[config.mk]
export PLATFORM = sky130hd
export DESIGN_NAME = tpu_dma_sched
export DESIGN_NICKNAME = d
export VERILOG_FILES = /design/src/rtl/tpu_dma_sched.sv
export SDC_FILE = /design/constraint.sdc
export NUM_CORES = 1
export LEC_CHECK = 0
export BUFFER_PORTS_ARGS = -buffer_cell sky130_fd_sc_hd__buf_4
export CAP_MARGIN = 40
export CORE_AREA = 2 2 148 150
export CTS_BUF_LIST = sky130_fd_sc_hd__clkbuf_16
export CTS_CLUSTER_DIAMETER = 50
export DETAILED_ROUTE_END_ITERATION = 16
export DIE_AREA = 0 0 150 152
export PLACE_DENSITY = 0.73
export SYNTH_ARGS = -nofsm -noshare
export SYNTH_HDL_FRONTEND = slang
export SYNTH_SLANG_ARGS = --single-unit
[constraint.sdc]
create_clock -name aclk -period 2.8 [get_ports aclk]
set_input_delay 0.14 -clock aclk [delete_from_list [all_inputs] [get_ports aclk]]
set_output_delay 0.14 -clock aclk [all_outputs]
set_load 0.02 [all_outputs]
[src/rtl/tpu_dma_sched.sv]
// Round-robin scheduler sharing the AXI burst master's read and write engines
// between on-chip requesters; each direction runs its own channel FSM.

module tpu_dma_sched_chan #(
   parameter int   N_REQ    = 3,
   parameter int   START_TO = 16,
   parameter logic DIR      = 1'b0
) (
   input  logic                 aclk,
   input  logic                 aresetn,
   input  logic [N_REQ-1:0]     req_valid,
   input  logic [N_REQ-1:0]     req_dir,
   input  logic [32*N_REQ-1:0]  req_addr,
   input  logic [32*N_REQ-1:0]  req_nburst,
   input  logic                 eng_idle,
   output logic [N_REQ-1:0]     req_ack,
   output logic [N_REQ-1:0]     req_done,
   output logic                 eng_start,
   output logic [31:0]          eng_addr,
   output logic [31:0]          eng_nburst,
   output logic                 busy,
   output logic                 err_to
);
   // state   | meaning
   // S_IDLE  | engine free, arbitrate among matching requesters
   // S_ISSUE | START driven, waiting for engine idle to drop
   // S_WAIT  | transfer running, waiting for engine idle to return
   // S_DONE  | pulse req_done for the granted requester
   typedef enum logic [1:0] {S_IDLE, S_ISSUE, S_WAIT, S_DONE} state_t;

   localparam int IW = (N_REQ > 1) ? $clog2(N_REQ) : 1;
   localparam int TW = $clog2(START_TO + 1);

   state_t            state_q, state_d;
   logic [IW-1:0]     ptr_q, ptr_d;
   logic [IW-1:0]     gnt_q, gnt_d;
   logic [31:0]       addr_q, addr_d;
   logic [31:0]       nburst_q, nburst_d;
   logic [TW-1:0]     timer_q, timer_d;
   logic              start_q, start_d;
   logic              err_q, err_d;
   logic [N_REQ-1:0]  ack_q, ack_d;
   logic [N_REQ-1:0]  done_q, done_d;

   logic [31:0]       addr_arr   [N_REQ];
   logic [31:0]       nburst_arr [N_REQ];
   logic [N_REQ-1:0]  match;
   logic              found;
   logic [IW-1:0]     pick_idx;
   logic [IW-1:0]     cand;
   int                j;

   for (genvar k = 0; k < N_REQ; k++) begin : g_unpack
      assign addr_arr[k]   = req_addr[32*k +: 32];
      assign nburst_arr[k] = req_nburst[32*k +: 32];
   end

   // First matching requester at or after the pointer, wrapping.
   always_comb begin
      match    = req_valid & (DIR ? req_dir : ~req_dir);
      found    = 1'b0;
      pick_idx = '0;
      cand     = '0;
      j        = 0;
      for (int i = 0; i < N_REQ; i++) begin
         j = int'(ptr_q) + i;
         if (j >= N_REQ) j = j - N_REQ;
         cand = IW'(j);
         if (!found && match[cand]) begin
            found    = 1'b1;
            pick_idx = cand;
         end
      end
   end

   always_comb begin
      state_d  = state_q;
      ptr_d    = ptr_q;
      gnt_d    = gnt_q;
      addr_d   = addr_q;
      nburst_d = nburst_q;
      timer_d  = timer_q;
      start_d  = start_q;
      err_d    = err_q;
      ack_d    = '0;
      done_d   = '0;
      case (state_q)
         S_IDLE: begin
            start_d = 1'b0;
            if (eng_idle && found) begin
               ack_d[pick_idx] = 1'b1;
               gnt_d           = pick_idx;
               ptr_d           = (pick_idx == IW'(N_REQ-1)) ? '0 : pick_idx + 1'b1;
               addr_d          = addr_arr[pick_idx];
               nburst_d        = nburst_arr[pick_idx];
               timer_d         = TW'(START_TO);
               state_d         = (nburst_arr[pick_idx] == 32'd0) ? S_DONE : S_ISSUE;
            end
         end
         S_ISSUE: begin
            if (!eng_idle) begin
               start_d = 1'b0;
               state_d = S_WAIT;
            end else if (start_q && timer_q == TW'(1)) begin
               // engine never acknowledged the start: abort and release the requester
               start_d        = 1'b0;
               err_d          = 1'b1;
               done_d[gnt_q]  = 1'b1;
               state_d        = S_DONE;
            end else begin
               start_d = 1'b1;
               if (start_q) timer_d = timer_q - 1'b1;
            end
         end
         S_WAIT: begin
            start_d = 1'b0;
            if (eng_idle) begin
               done_d[gnt_q] = 1'b1;
               state_d       = S_DONE;
            end
         end
         S_DONE: begin
            start_d = 1'b0;
            // arriving from S_WAIT/S_ISSUE the pulse is already out; zero-burst grants raise it here
            if (done_q != '0) state_d = S_IDLE;
            else              done_d[gnt_q] = 1'b1;
         end
         default: state_d = S_IDLE;
      endcase
   end

   always_ff @(posedge aclk) begin
      if (!aresetn) begin
         state_q  <= S_IDLE;
         ptr_q    <= '0;
         gnt_q    <= '0;
         addr_q   <= '0;
         nburst_q <= '0;
         timer_q  <= '0;
         start_q  <= 1'b0;
         err_q    <= 1'b0;
         ack_q    <= '0;
         done_q   <= '0;
      end else begin
         state_q  <= state_d;
         ptr_q    <= ptr_d;
         gnt_q    <= gnt_d;
         addr_q   <= addr_d;
         nburst_q <= nburst_d;
         timer_q  <= timer_d;
         start_q  <= start_d;
         err_q    <= err_d;
         ack_q    <= ack_d;
         done_q   <= done_d;
      end
   end

   assign req_ack    = ack_q;
   assign req_done   = done_q;
   assign eng_start  = start_q;
   assign eng_addr   = addr_q;
   assign eng_nburst = nburst_q;
   assign busy       = (state_q != S_IDLE);
   assign err_to     = err_q;
endmodule

module tpu_dma_sched #(
   parameter int N_REQ    = 3,
   parameter int START_TO = 16
) (
   input  logic                 aclk,
   input  logic                 aresetn,
   input  logic [N_REQ-1:0]     req_valid,
   input  logic [N_REQ-1:0]     req_dir,
   input  logic [32*N_REQ-1:0]  req_addr,
   input  logic [32*N_REQ-1:0]  req_nburst,
   output logic [N_REQ-1:0]     req_ack,
   output logic [N_REQ-1:0]     req_done,
   output logic                 RSTART_REG,
   output logic [31:0]          RADDR_REG,
   output logic [31:0]          RNBURST_REG,
   input  logic                 RIDLE_REG,
   output logic                 WSTART_REG,
   output logic [31:0]          WADDR_REG,
   output logic [31:0]          WNBURST_REG,
   input  logic                 WIDLE_REG,
   output logic                 rd_busy,
   output logic                 wr_busy,
   output logic [1:0]           err_to
);
   logic [N_REQ-1:0] rd_ack, rd_done, wr_ack, wr_done;
   logic             rd_err, wr_err;

   tpu_dma_sched_chan #(.N_REQ(N_REQ), .START_TO(START_TO), .DIR(1'b0)) u_rd (
      .aclk       (aclk),
      .aresetn    (aresetn),
      .req_valid  (req_valid),
      .req_dir    (req_dir),
      .req_addr   (req_addr),
      .req_nburst (req_nburst),
      .eng_idle   (RIDLE_REG),
      .req_ack    (rd_ack),
      .req_done   (rd_done),
      .eng_start  (RSTART_REG),
      .eng_addr   (RADDR_REG),
      .eng_nburst (RNBURST_REG),
      .busy       (rd_busy),
      .err_to     (rd_err)
   );

   tpu_dma_sched_chan #(.N_REQ(N_REQ), .START_TO(START_TO), .DIR(1'b1)) u_wr (
      .aclk       (aclk),
      .aresetn    (aresetn),
      .req_valid  (req_valid),
      .req_dir    (req_dir),
      .req_addr   (req_addr),
      .req_nburst (req_nburst),
      .eng_idle   (WIDLE_REG),
      .req_ack    (wr_ack),
      .req_done   (wr_done),
      .eng_start  (WSTART_REG),
      .eng_addr   (WADDR_REG),
      .eng_nburst (WNBURST_REG),
      .busy       (wr_busy),
      .err_to     (wr_err)
   );

   // a requester has one dir bit, so the two channels never pulse the same bit
   assign req_ack  = rd_ack | wr_ack;
   assign req_done = rd_done | wr_done;
   assign err_to   = {wr_err, rd_err};
endmodule

; Yosys cells after proc, flatten, opt, wreduce, memory -nomap -nowiden
; Cells that the tools add are included.
[totals]
reg_bits = 166
inputBits = 202
output_inout_bits = 140
elab_cells = 217
[op_classes]
n_addsub = 14
n_lt_le_gt_ge = 22
n_eq_ne = 24
n_mux = 92
bitwise_logic = 7
n_reduce_logical = 38
[op_table]
columns = operator, count
row1 = binary-select mux 32 bit (select 2 bit), 4
row2 = two-way mux 32 bit, 8
row3 = logical NOT 32 bit, 2
row4 = two-way mux 2 bit, 26
row5 = two-way mux 5 bit, 8
row6 = "< comparator 2 x 3 -> 1 bit, second input constant", 10
row7 = two-way mux 3 bit, 8
row8 = two-way mux 1 bit, 20
row9 = one-hot mux 5 bit (2 select lines), 2
row10 = one-hot mux 3 bit (3 select lines), 2
row11 = one-hot mux 2 bit (4 select lines), 2
row12 = binary-select mux 1 bit (select 2 bit), 6
row13 = "equality test 2 bit, second input constant", 6
row14 = "greater-or-equal comparator 3 x 2 -> 1 bit, second input constant", 4
row15 = logical AND 1 bit, 12
row16 = "!= test 2 x 1 -> 1 bit, second input constant", 6
row17 = "!= test 2 bit, second input constant", 6
row18 = AND reduction 3 bit, 4
row19 = "equality test 5 x 1 -> 1 bit, second input constant", 2
row20 = AND reduction 5 bit, 2
row21 = "subtractor 5 x 1 -> 5 bit, second input constant", 2
row22 = demux 1 bit (select 2 bit), 4
row23 = "greater-or-equal comparator 2 x 1 -> 1 bit, second input constant", 4
row24 = AND reduction 4 bit, 2
row25 = 20 further kinds, 45

; Longest topological paths before layout
[depth]
word_depth = 19
depth_mapped = 14
ltp_nobuf = 10

; Hierarchy
; From an unflattened synthesis, not the netlist that was laid out.
[unflattened]
hier_cells = 1363
area_unflattened_um2 = 9893.2
[by_module_without_submodules]
columns = module, instances, cells_each, area_each_um2, seq_area_each_um2
row1 = tpu_dma_sched_chan (u_rd), 1, 702, 5072.4, 1661.6
row2 = tpu_dma_sched_chan (u_wr), 1, 653, 4768.3, 1661.6
row3 = tpu_dma_sched, 1, 8, 52.6, 0.0

; Worst setup path after synthesis
; Ideal clock, no wire load.
[synth_path]
path_kind = reg2reg
from = register u_wr.ptr_q[0]
to = register u_wr.state_q[1]
setup_time_ns = 0.088
arrival_ns = 2.848
required_ns = 2.712
setup_slack_ns = -0.137
path_stages_with_launch = 12
n_path_buf = 1
synth_period_minus_slack_ns = 2.937
path_cell_list = dfxtp_1 > inv_1 > ha_1 > and4bb_1 > nor2b_1 > and2_1 > buf_6 > nor2_2 > mux2_1 > a211o_1 > or4_1 > o32ai_2
[synth_between]
elab_chain_len = 19
elab_cells_between_ends = 38
cone_classes = add/sub: 5 / order compare: 3 / eq/ne: 1 / mux: 21 / bitwise: 1 / reduce/logical: 7
[synth_rtl]
columns = element, line_no
row1 = start: declaration, 35  ; logic [IW-1:0] ptr_q, ptr_d;
row2 = start signal: assignment, 146  ; ptr_q <= ptr_d;
row3 = "parallel branches: the longest is 19 deep, another holds adder 2 x 1 -> 3 bit", n/a
row4 = end signal: assignment, 145  ; state_q <= state_d;
row5 = end: declaration, 34  ; state_t state_q, state_d;
; Parallel ways; which one is timed is not known. The select of a mux whose other input is x is not followed.
; A chain may end at the register's enable or synchronous reset.

; Worst setup path in the final report
; Same ends and word-level chain as after synthesis.

==> results.md <==
- Fill cells: 1818
- Place WS: -0.3204 ns
- Post-synth EDFFs: 0
- Max Slew Vio Count: 0
- Post-synth cell types: 65
- CTS H-tree lvls: 4
- Outcome: complete, but fails checks
- Violated checks: setup timing
- Commonest non-fill, non-tap cell in the layout: buf_4
- Placer congestion estimate: 0.9698
- Area fraction of the dominant cell type after synthesis: 34.38%
- Worst-Margin Slew: 0.7167 ns
- Drt drc: 0
- Final setup fails: 2
- Tmin final: 3.070 ns
- Clock Latency Late Sink: 0.43 ns
- DRT antenna net count: 0
- Most used flip-flop cell after synthesis: dfxtp_1
- Die width: 150 µm
- Placed cell area: 0.01333 mm²
- Hpwl dp: 29.88 mm
- Largest net degree at the start of global routing: 69
- Crit Path Category: flop to flop
- IR Drop Worst-Case VDD: 448.2 µV
- RSZ-0062 raised after global routing: true
- Worst EP arrival: 3.42 ns
- Final hold violations: 0
- Avg Vias per Cell: 5.924
- Crit path required time: 3.15 ns
- Worst slew margin: 52.22%
- Reg2Reg Setup Slack: -0.27 ns
- Post-layout instance area: 0.01480 mm²
- CTS tree: done
- Hold Crit Class: input port to flop
- Hold path start: WIDLE_REG
- Worst setup EP type: flop
- Starting density of the core: 45.28%
- Hold Buf Count CTS: 0
- Asr flop ratio synth: 0%
- Tightest hold margin: 0.02864 ns
- Global-route wire length before repair: 61.00 mm
- Leakage power: 6.887 nW
- Synth Register Bits: 166
- Vias in the first global route: 11330
- Syn nets: 1503
- Highest-count cells in the layout ignoring fill and taps: buf_4, nor2_1, dfxtp_1
- Syn Area/Cell: 7.535 µm²
- Fmax: 325.7 MHz
- Worst reg2reg path depth: 11
- Post-Syn Instances: 1283
- Post-route setup TNS: -0.5033 ns
- Seq/Total Area, Yosys: 34.38%
- GRT overflow: 0
- Die ar.: 0.02280 mm²
- Drt total wl: 41.52 mm
- Synth-to-layout area growth: 53.05%
- Ant diodes: 0
- Period Utilization, post-route: 109.6%
- Most area-consuming cells after synthesis: dfxtp_1, nor2_1, mux2i_1
- CTS Sinks: 166
- Max-cap violations: 0
- Min-Delay Endpoint: u_wr.eng_start
- Max FO, Critical Path: 7
- 1st-iter DRT viols: 1198
- Row count: 54
- CP Launch Type: flop
- Worst clock skew: 0.01291 ns
- RR Startpoint: u_wr.ptr_q[0]
- Mean routed wirelength per cell: 20.70 µm
- Cell Pwr Density: 763.8 mW/mm²
- Layout Nets: 1933
- GRT Resource Usage Total: 33.90%
- Synthesis Warnings: 0
- PnR worst setup slack: -0.2700 ns
- Reg2reg end: u_wr.state_q[1]
- Initial DRT Pass Iterations: 7
- Placeable core region: 0.02135 mm²
- Mapped Area: 0.009667 mm²
- Synth area leader: dfxtp_1
- Worst-path clk slew: 0.07 ns
- Cts bufs inserted: 17
- Antenna violations before repair: 0
- Hold Path Stages: 3
- CTS root buf: clkbuf_16
- # IOs: 342
- Vias: 11880
- Die span in y: 152 µm
- Layout cells sized above 1: 37.08%
- CTS max path bufs: 2
- # port buffers: 341
-- synthesized netlist by cell type, drive strengths merged (4+ instances only) --
master / instances
a21boi: 4
nor3: 22
o32ai: 5
nand3: 39
inv: 22
nand4: 4
and2: 7
or2: 8
buf: 36
mux2i: 91
o211ai: 8
nor2: 255
a311oi: 6
nor4: 17
nand2: 113
ha: 18
a211oi: 88
a31oi: 45
dfxtp: 166
o21ai: 48
nand2b: 8
nor2b: 4
nor3b: 5
nand4b: 4
a21oi: 142
clkbuf: 65
o211a: 4
or4: 9
-- routing by layer --
metal,global-route usage (%),wire length (µm)
met1,41.18,15690
met2,55.86,19590
met3,7.267,3992
met4,17.88,2247
met5,0,0
-- sequential cells by signal (all words and copies together), names as in the netlist, 3 cells and up --
register	flops
u_wr.timer_q	5
u_wr.eng_addr	32
u_rd.eng_addr	32
u_wr.req_ack	3
u_rd.eng_nburst	32
u_rd.timer_q	5
u_rd.req_done	3
u_wr.req_done	3
u_rd.req_ack	3
u_wr.eng_nburst	32
-- power by group --
part / switching (W) / leakage [nW] / internal (W)
Clock: 0.00109 / 0.320 / 0.00153
Sequential: 0.000299 / 1.36 / 0.00281
Combinational: 0.00312 / 5.21 / 0.00245
-- critical path, cell delays in order, from the launching register on --
cell	delay [ns]
dfxtp_2	0.33
inv_2	0.05
ha_4	0.29
nand4b_1	0.18
a311oi_4	0.37
a31oi_4	0.22
buf_12	0.19
nor2_2	0.11
a31oi_1	0.07
or4_4	0.55
or4_4	0.42
o32ai_2	0.20
-- layout make-up --
class                           instances  area (µm²)  share of cell area [%]
Sequential cell                       166        3333                   22.53
Timing Repair Buffer                  509        4125                   27.88
Multi-Input combinational cell        997        6257                   42.29
Clock inverter                         15       219.0                   1.480
Tap cell                              280       350.3                   2.368
Clock buffer                           17       425.4                   2.875
Inverter                               22       85.08                  0.5751
-- timing repair --
action	in CTS	in global routing
cloned	3	6
setup endpoints to repair	81	90
setup buffers	8	16
pin swaps	7	24
gates resized for setup	34	86
-- cells by family (layout without fill, tap and decap cells) --
group | count (synthesis) | in the layout | synth area share, %
AO/OA/AOI/OAI | 368 | 369 | 24.02
adder cells (fa/ha/maj) | 18 | 18 | 2.330
buffers and inverters | 123 | 563 | 5.475
flip-flops | 166 | 166 | 34.38
multiplexers | 94 | 94 | 9.772
AND/OR/NAND/NOR | 514 | 516 | 24.02
-- worst max-delay path by stage --
| stage | startpoint | endpoint | slack, ns | depth (start not counted) |
|---|---|---|---|---|
| after floorplan | u_rd.ptr_q[0] | u_rd.state_q[1] | 0.006 | 13 |
| after global placement | u_rd.ptr_q[0] | u_rd.eng_nburst[3] | -0.27 | 11 |
| after detailed placement | u_rd.ptr_q[0] | u_rd.state_q[1] | -0.32 | 10 |
| after CTS | u_wr.ptr_q[0] | u_wr.state_q[1] | -0.16 | 11 |
| after global routing | u_wr.ptr_q[0] | u_wr.state_q[1] | -0.37 | 11 |
| final | u_wr.ptr_q[0] | u_wr.state_q[1] | -0.27 | 11 |
-- metrics by stage --
| stage | util, % | total power [W] | instances |
|---|---|---|---|
| after floorplan | - | 0.005793 | 1283 |
| after global placement | 62.41 | 0.007969 | 1941 |
| after detailed placement | 62.41 | 0.008044 | 1941 |
| after CTS | 66.72 | 0.01087 | 1984 |
| after global routing | 69.30 | 0.01183 | 2006 |
| final | 69.30 | 0.01130 | 2006 |
(Power assumes the default switching activity.)
